===== src/rtl/vedic_mac_pkg.sv =====
// Shared definitions for the Vedic multiply-accumulate stage: FSM encoding and datapath widths.
package vedic_mac_pkg;

  localparam int OPERAND_W = 8;
  localparam int PROD_W    = 16;

  typedef enum logic [1:0] {
    IDLE  = 2'b00,
    ACCUM = 2'b01,
    DONE  = 2'b10
  } state_e;

endpackage


===== src/rtl/multiply_8to8.sv =====
// Combinational 8x8 unsigned Vedic (Urdhva-Tiryagbhyam) multiplier built from four 4x4 partial products.
module multiply_8to8 (
  input  logic [7:0]  a,
  input  logic [7:0]  b,
  output logic [15:0] c
);

  logic [7:0]  pp_ll;
  logic [7:0]  pp_lh;
  logic [7:0]  pp_hl;
  logic [7:0]  pp_hh;
  logic [8:0]  cross_sum;
  logic [15:0] sum_low;
  logic [15:0] sum_cross;
  logic [15:0] sum_high;

  assign pp_ll = a[3:0] * b[3:0];
  assign pp_lh = a[3:0] * b[7:4];
  assign pp_hl = a[7:4] * b[3:0];
  assign pp_hh = a[7:4] * b[7:4];

  // Vertical and crosswise terms combined at their nibble weights
  assign cross_sum = {1'b0, pp_lh} + {1'b0, pp_hl};
  assign sum_low   = {8'h00, pp_ll};
  assign sum_cross = {3'b000, cross_sum, 4'h0};
  assign sum_high  = {pp_hh, 8'h00};

  assign c = sum_low + sum_cross + sum_high;

endmodule


===== src/rtl/vedic_mac_accumulator.sv =====
// Flow-controlled multiply-accumulate around multiply_8to8; define VEDIC_MAC_SATURATE_EN to clamp on overflow instead of wrapping.
module vedic_mac_accumulator
  import vedic_mac_pkg::*;
#(
  parameter int ACC_W = 24,
  parameter int LEN_W = 8
) (
  input  logic                 clk,
  input  logic                 rst_n,
  input  logic                 start,
  input  logic [LEN_W-1:0]     len,
  input  logic                 in_valid,
  output logic                 in_ready,
  input  logic [OPERAND_W-1:0] a,
  input  logic [OPERAND_W-1:0] b,
  output logic                 out_valid,
  input  logic                 out_ready,
  output logic [ACC_W-1:0]     acc_out,
  output logic                 overflow,
  output logic                 busy
);

  state_e            state_q, state_d;
  logic [LEN_W-1:0]  rem_q, rem_d;
  logic [PROD_W-1:0] prod_q, prod_d;
  logic              prod_v_q, prod_v_d;
  logic [ACC_W-1:0]  acc_q, acc_d;
  logic              ovf_q, ovf_d;

  logic [PROD_W-1:0] mult_c;
  logic              accept;
  logic [ACC_W:0]    prod_ext;
  logic [ACC_W:0]    sum_w;

  multiply_8to8 u_mult (
    .a (a),
    .b (b),
    .c (mult_c)
  );

  assign in_ready = (state_q == ACCUM) && (rem_q != '0);
  assign accept   = in_ready && in_valid;
  assign prod_ext = (ACC_W + 1)'(prod_q);
  // Extra MSB captures the carry out of the accumulator
  assign sum_w    = {1'b0, acc_q} + prod_ext;

  always_comb begin
    state_d  = state_q;
    rem_d    = rem_q;
    prod_d   = prod_q;
    prod_v_d = prod_v_q;
    acc_d    = acc_q;
    ovf_d    = ovf_q;
    case (state_q)
      IDLE: begin
        if (start) begin
          acc_d    = '0;
          ovf_d    = 1'b0;
          prod_v_d = 1'b0;
          if (len != '0) begin
            rem_d   = len;
            state_d = ACCUM;
          end else begin
            state_d = DONE;
          end
        end
      end
      ACCUM: begin
        if (prod_v_q) begin
          acc_d = sum_w[ACC_W-1:0];
          if (sum_w[ACC_W]) begin
            ovf_d = 1'b1;
`ifdef VEDIC_MAC_SATURATE_EN
            acc_d = '1;
`else
            acc_d = sum_w[ACC_W-1:0];
`endif
          end
        end
        // The product register refills in the same cycle it drains, so accepts can run back to back
        if (accept) begin
          prod_d   = mult_c;
          prod_v_d = 1'b1;
          rem_d    = rem_q - 1'b1;
        end else begin
          prod_v_d = 1'b0;
        end
        if ((rem_q == '0) && prod_v_q) begin
          state_d = DONE;
        end
      end
      DONE: begin
        if (out_ready) begin
          state_d = IDLE;
        end
      end
      default: state_d = IDLE;
    endcase
  end

  always_ff @(posedge clk or negedge rst_n) begin
    if (!rst_n) begin
      state_q  <= IDLE;
      rem_q    <= '0;
      prod_q   <= '0;
      prod_v_q <= 1'b0;
      acc_q    <= '0;
      ovf_q    <= 1'b0;
    end else begin
      state_q  <= state_d;
      rem_q    <= rem_d;
      prod_q   <= prod_d;
      prod_v_q <= prod_v_d;
      acc_q    <= acc_d;
      ovf_q    <= ovf_d;
    end
  end

  assign out_valid = (state_q == DONE);
  assign acc_out   = acc_q;
  assign overflow  = ovf_q;
  assign busy      = (state_q != IDLE);

endmodule


===== config.mk =====
export PLATFORM = sky130hd
export DESIGN_NAME = vedic_mac_accumulator
export DESIGN_NICKNAME = d
export VERILOG_FILES = /design/src/rtl/vedic_mac_pkg.sv /design/src/rtl/multiply_8to8.sv /design/src/rtl/vedic_mac_accumulator.sv
export SDC_FILE = /design/constraint.sdc
export NUM_CORES = 1
export LEC_CHECK = 0
export ABC_AREA = 1
export CAP_MARGIN = 20
export CORE_ASPECT_RATIO = 0.75
export CORE_MARGIN = 2
export CORE_UTILIZATION = 51
export CTS_CLUSTER_SIZE = 20
export DETAILED_ROUTE_END_ITERATION = 8
export GPL_TIMING_DRIVEN = 0
export HOLD_SLACK_MARGIN = 0.03
export PLACE_DENSITY = 0.72
export SLEW_MARGIN = 20
export SYNTH_ARGS = -nofsm -noshare
export SYNTH_HDL_FRONTEND = slang
export SYNTH_SLANG_ARGS = --single-unit

===== constraint.sdc =====
create_clock -name clk -period 2 [get_ports clk]
set_input_delay 0.3 -clock clk [delete_from_list [all_inputs] [get_ports clk]]
set_output_delay 0.3 -clock clk [all_outputs]
set_load 0.03 [all_outputs]

---- Yosys cells after proc, flatten, opt, wreduce, memory -nomap -nowiden ----
Index checks and enable logic that the tools add are counted.
operators by class
  add/subtract/negate cells ............... 5
  multiply operators ...................... 4
  equality and inequality tests ........... 9
  mux-type cells .......................... 18
  reductions and logical operators ........ 15
operators by type and width
  cell                   count
  $mux W24               2
  $pmux W24 S2           1
  $mul A4 B4 Y8          4
  $add A24 B16 Y25       1
  $mux W8                3
  $add A16 B16 Y16       1
  $pmux W8 S2            1
  $reduce_bool A8 Y1     2
  $add A8 B13 Y14        1
  $ne A2 B2 Y1 const B   5
  $add A8 B8 Y9          1
  $logic_not A8 Y1       1
  $mux W2                4
  $reduce_and A4 Y1      2
  $sub A8 B1 Y8 const B  1
  $pmux W2 S3            1
  $reduce_and A3 Y1      2
  $mux W1                4
  $ne A2 B1 Y1 const B   2
  $pmux W1 S2            2
  $reduce_and A2 Y1      2
  $reduce_bool A2 Y1     2
  $logic_and A1 B1 Y1    3
  $eq A2 B1 Y1 const B   1
  2 further kinds        2
word-level totals
  register bits ........................... 52
  bits of input ports ..................... 29
  output and inout port bits .............. 28
  logic and storage cells ................. 57

---- Logic depth before layout (Yosys ltp) ----
  depth after elaboration ................. 5
  mapped depth ............................ 34
  mapped depth without buffers ............ 33

---- Hierarchy ----
A second synthesis with hierarchy kept.
second synthesis, totals
  cell total of the unflattened synthesis .. 899
  area, all modules ....................... 6208.5 µm²
modules (own cells, without submodules)
  module                 instances  cells an instance  area each (µm²)  sequential area each (µm²)
  vedic_mac_accumulator  1          496                3564.7           1301.2
  multiply_8to8          1          403                2643.8           0.0

---- Least setup slack after synthesis ----
No wires, ideal clock.
  kind .................................... input -> register
  from .................................... input port b[3]
  to ...................................... register prod_q[14]
  library setup time ...................... 0.117 ns
  arrival ................................. 5.637 ns
  required time ........................... 1.883 ns
  slack ................................... -3.755 ns
  stages on the path ...................... 29
  path buffers ............................ 1
  path through ............................ clkbuf_1 -> nand2_1 -> fa_1 -> fa_1 -> inv_1 -> fa_1 -> inv_1 -> fa_1 -> inv_1 -> fa_1 -> ha_1 -> ha_1 -> nand2_1 -> inv_1 -> nand2_1 -> nand3_1 -> a21oi_1 -> nor2_1 -> xor2_1 -> ha_1 -> nand3b_1 -> nand2_1 -> nand2_1 -> nand2_1 -> nand2_1 -> nand2_1 -> or2_2 -> nand3_1 -> nand2_1
between the ends
  longest elaborated chain between the ends .. 4
  elaborated cells on any way between the ends .. 5
  classes of those cells .................. add/sub: 3; mul: 2
ends and longest elaborated chain
  what                  RTL line                      text
  from (decl)           vedic_mac_accumulator.sv:15   input logic [OPERAND_W-1:0] b,
  $mul A4 B4 Y8         multiply_8to8.sv:19           assign pp_hl = a[7:4] * b[3:0];
  $add A8 B8 Y9         multiply_8to8.sv:23           assign cross_sum = {1'b0, pp_lh} + {1'b0, pp_hl};
  $add A8 B13 Y14 (*)   multiply_8to8.sv:28           assign c = sum_low + sum_cross + sum_high;
  $add A16 B16 Y16 (*)  multiply_8to8.sv:28
  to (signal assigned)  vedic_mac_accumulator.sv:112  prod_q <= prod_d;
  to (decl)             vedic_mac_accumulator.sv:25   logic [PROD_W-1:0] prod_q, prod_d;
Mark *: on every way between the ends. The rest lies on a longest branch, timed or not.
A chain may end at the register's enable or synchronous reset.

---- Worst setup path in the final report ----
  from .................................... input port b[6]
  to ...................................... register prod_q[14]
between the ends
  longest elaborated chain between the ends .. 4
  elaborated cells on any way between the ends .. 5
  classes of those cells .................. add/sub: 3; mul: 2
ends and longest elaborated chain
  what                  RTL line             text
  $mul A4 B4 Y8         multiply_8to8.sv:18  assign pp_lh = a[3:0] * b[7:4];
  $add A8 B8 Y9         multiply_8to8.sv:23
  $add A8 B13 Y14       multiply_8to8.sv:28
  $add A16 B16 Y16 (*)  multiply_8to8.sv:28
Marked as above.

==> flow_summary.json <==
{
  "initial_utilization_pct": 52.09,
  "cp-end-kind": "flop",
  "drv_slew": 0,
  "die_h_um": 97.98,
  "critPathLaunchType": "input pin",
  "grt_overflow": 0,
  "ir_drop_mv": 0.7350,
  "synth_area_leader_cell": "dfrtp_1",
  "io_buffer_count": 40,
  "clk_latency_ns": 0.30,
  "period_needed_ns": 5.309,
  "yosysUniqueCellTypes": 46,
  "rsz0062_at_grt": "true",
  "placedInstanceArea_mm2": 0.006847,
  "first_pass_iters": 5,
  "path_delay_family": "adder cells",
  "synthXorXnorAreaFrac_pct": 2.333,
  "yosysTopAreaCellShare_pct": 21.67,
  "reg2reg_to": "acc_out[20]$_DFFE_PN0P_",
  "p_leak_uw": 0.004185,
  "muxShareOfSynthArea_pct": 0,
  "finalSetupViolCount": 12,
  "synth.most_common_cell": "nand2_1",
  "io_pins": 57,
  "fin_area_mm2": 0.007655,
  "synth-simple-area-share_pct": 28.23,
  "slowest_delay_ns": 0.55,
  "maxCapViolations": 0,
  "worst_slack_ns": -3.309,
  "synth_commonest_cells": "nand2_1, inv_1, ha_1, nor2_1, dfrtp_1",
  "dr.first_iter.drc_count": 473,
  "skew_ns": 0.007123,
  "avgSynthCellArea_um2": 6.967,
  "avgViaCountPerCell": 5.047,
  "synth_top_family_by_area": "simple AND/OR/NAND/NOR gates",
  "holdWs_ns": 0.02529,
  "violations": "negative setup slack",
  "drcViolationCount": 0,
  "yosys-top-cells-area": "dfrtp_1, nand2_1, ha_1",
  "tns_ns": -28.59,
  "clk_pin_slew_ns": 0.07,
  "fill_cells": 957,
  "crit_required_ns": 2.20,
  "cts_tree": "built",
  "fp.coreArea_mm2": 0.01153,
  "clock-root-buffer": "clkbuf_16",
  "syn_to_final_growth_pct": 27.46,
  "dpl.hpwl_mm": 11.03,
  "synth_fp_nets": 995,
  "finalPower_uw": 9964,
  "synth_enable_flop_cells": 0,
  "worstPathArrival_ns": 5.51,
  "grt.total_usage_pct": 23.42,
  "dieWidth_um": 129.3,
  "timing.fmax_mhz": 188.4,
  "r2r_cells": 12,
  "routed_wl_mm": 14.51,
  "synth-adder-area-share_pct": 25.54,
  "worstPathMaxFanout": 4,
  "worst_slew_pin_slew_ns": 0.6679,
  "detail-route-antenna-nets": 0,
  "grt_pass1_wl_mm": 23.98,
  "yosysWarnings": 0,
  "path_common_cell": "nand2_1",
  "ys_seq_elements": 52,
  "htree_levels": 2,
  "seq_area_frac_synth_pct": 21.67,
  "grt_max_degree": 53,
  "clockBufferDepth": 2,
  "rows": 34,
  "ys.flop_type": "dfrtp_1",
  "cp_num_buf_inv": 6,
  "vias": 5527,
  "synthesis.area_mm2": 0.006006,
  "globalplace.congestion": 0.9404,
  "status": "finished, violations left",
  "hold_path_class": "in -> async",
  "synth-compound-area-share_pct": 9.354,
  "crit_type": "in -> reg",
  "hold_viol_final": 0,
  "r2r_slack_ns": 0.12,
  "finalNetCount": 1065,
  "rr_startpoint": "acc_out[0]$_DFFE_PN0P_",
  "async_flop_share_pct": 100.0,
  "antenna_cells": 0,
  "critPathSlowestCell": "fa_1",
  "cts_made_buffers": 5,
  "dieArea_mm2": 0.01267,
  "antenna_found_initial": 0,
  "numClockSinks": 52,
  "netlist_instances": 862,
  "power_density_mw_per_mm2": 1302,
  "min_period_over_period_pct": 265.4,
  "final_layout_size_suffix_gt1_share_pct": 17.04,
  "grt_pass1_vias": 5020,
  "maxSlewHeadroom_pct": 55.47,
  "wl_per_cell_um": 13.25
}
cell usage in the layout (no fill, tap or decap), types with 4 or more instances in the layout:
master,count
clkdlybuf4s50_1,38
nand3_1,36
buf_4,20
a21oi_1,34
o21ai_1,11
fa_1,27
fa_2,4
nor2_1,47
xor2_1,5
o21ai_0,24
nor2_2,8
dfrtp_1,51
nor3_1,4
ha_4,15
nand4_1,11
a21oi_2,5
buf_6,7
inv_1,155
ha_1,58
nand3_2,4
nand2_4,7
clkbuf_16,12
buf_8,6
nand2_2,19
nand3b_1,5
nand2_1,247
inv_2,11
xnor2_1,4
logic make-up (layout without fill, tap and decap cells):
family                     count (synthesis)  in the layout
and+or+nand+nor                          402            402
buffers and inverters                    192            263
adders and majority gates                104            104
AOI/OAI and AO/OA                         96             96
DFF                                       52             52
xor gates and xnor gates                  16             16
power by group:
part           internal (µW)  total, µW  leakage, µW  switching (µW)
combinational           3030       7190      0.00344            4160
sequential              1440       1760     0.000668             324
clock                    595       1010    0.0000804             415
total                   5070       9960      0.00418            4890
state kept, by name (all words and copies together) (netlist names):
signal and flops:
state_q 2, acc_out 24, overflow 1, prod_v_q 1, rem_q 8, prod_q 16
final cells by class:
type | instances | area (µm²) | area share [%]
flip-flops and latches | 52 | 1303 | 17.02
inverters | 170 | 658.1 | 8.598
well taps | 162 | 202.7 | 2.648
repair buffers | 63 | 601.8 | 7.862
clock inverters | 3 | 46.29 | 0.6048
multi-input cells | 618 | 4387 | 57.31
plain buffers | 22 | 331.6 | 4.331
clock buffers | 5 | 125.1 | 1.635
worst max path at each step:
stage               cells after the start  start                      to  slack (ns)
floorplan                              29   b[1]  prod_q[14]$_DFFE_PN0P_       -3.31
global placement                       29   b[6]  prod_q[14]$_DFFE_PN0P_       -3.78
detailed placement                     30   b[6]  prod_q[15]$_DFFE_PN0P_       -3.77
CTS                                    30   a[6]  prod_q[15]$_DFFE_PN0P_       -3.23
global route                           29   b[6]  prod_q[14]$_DFFE_PN0P_       -3.56
finish                                 29   b[6]  prod_q[14]$_DFFE_PN0P_       -3.31
timing repair:
action,CTS,global route
endpoints found under the setup margin,17,25
hold buffers,0,0
pin swaps,14,27
resized for setup,43,59
endpoints found under the hold margin,0,0
buffers inserted,11,14
through the flow:
stage | setup slack (ns) | util [%] | instances
2_1_floorplan | -3.310 | - | 862
3_3_place_gp | -3.782 | 59.41 | 1064
3_5_place_dp | -3.766 | 59.39 | 1064
4_1_cts | -3.233 | 63.62 | 1083
5_1_grt | -3.556 | 66.40 | 1095
6_report | -3.309 | 66.40 | 1095
per-layer routing:
layer  GRT usage [%]  routed length, µm
met5               0                  0
met4           5.351                159
met3           3.616                636
met2           31.94               6084
met1           38.28               7626
No activity file was read; power rests on OpenSTA's default activity.
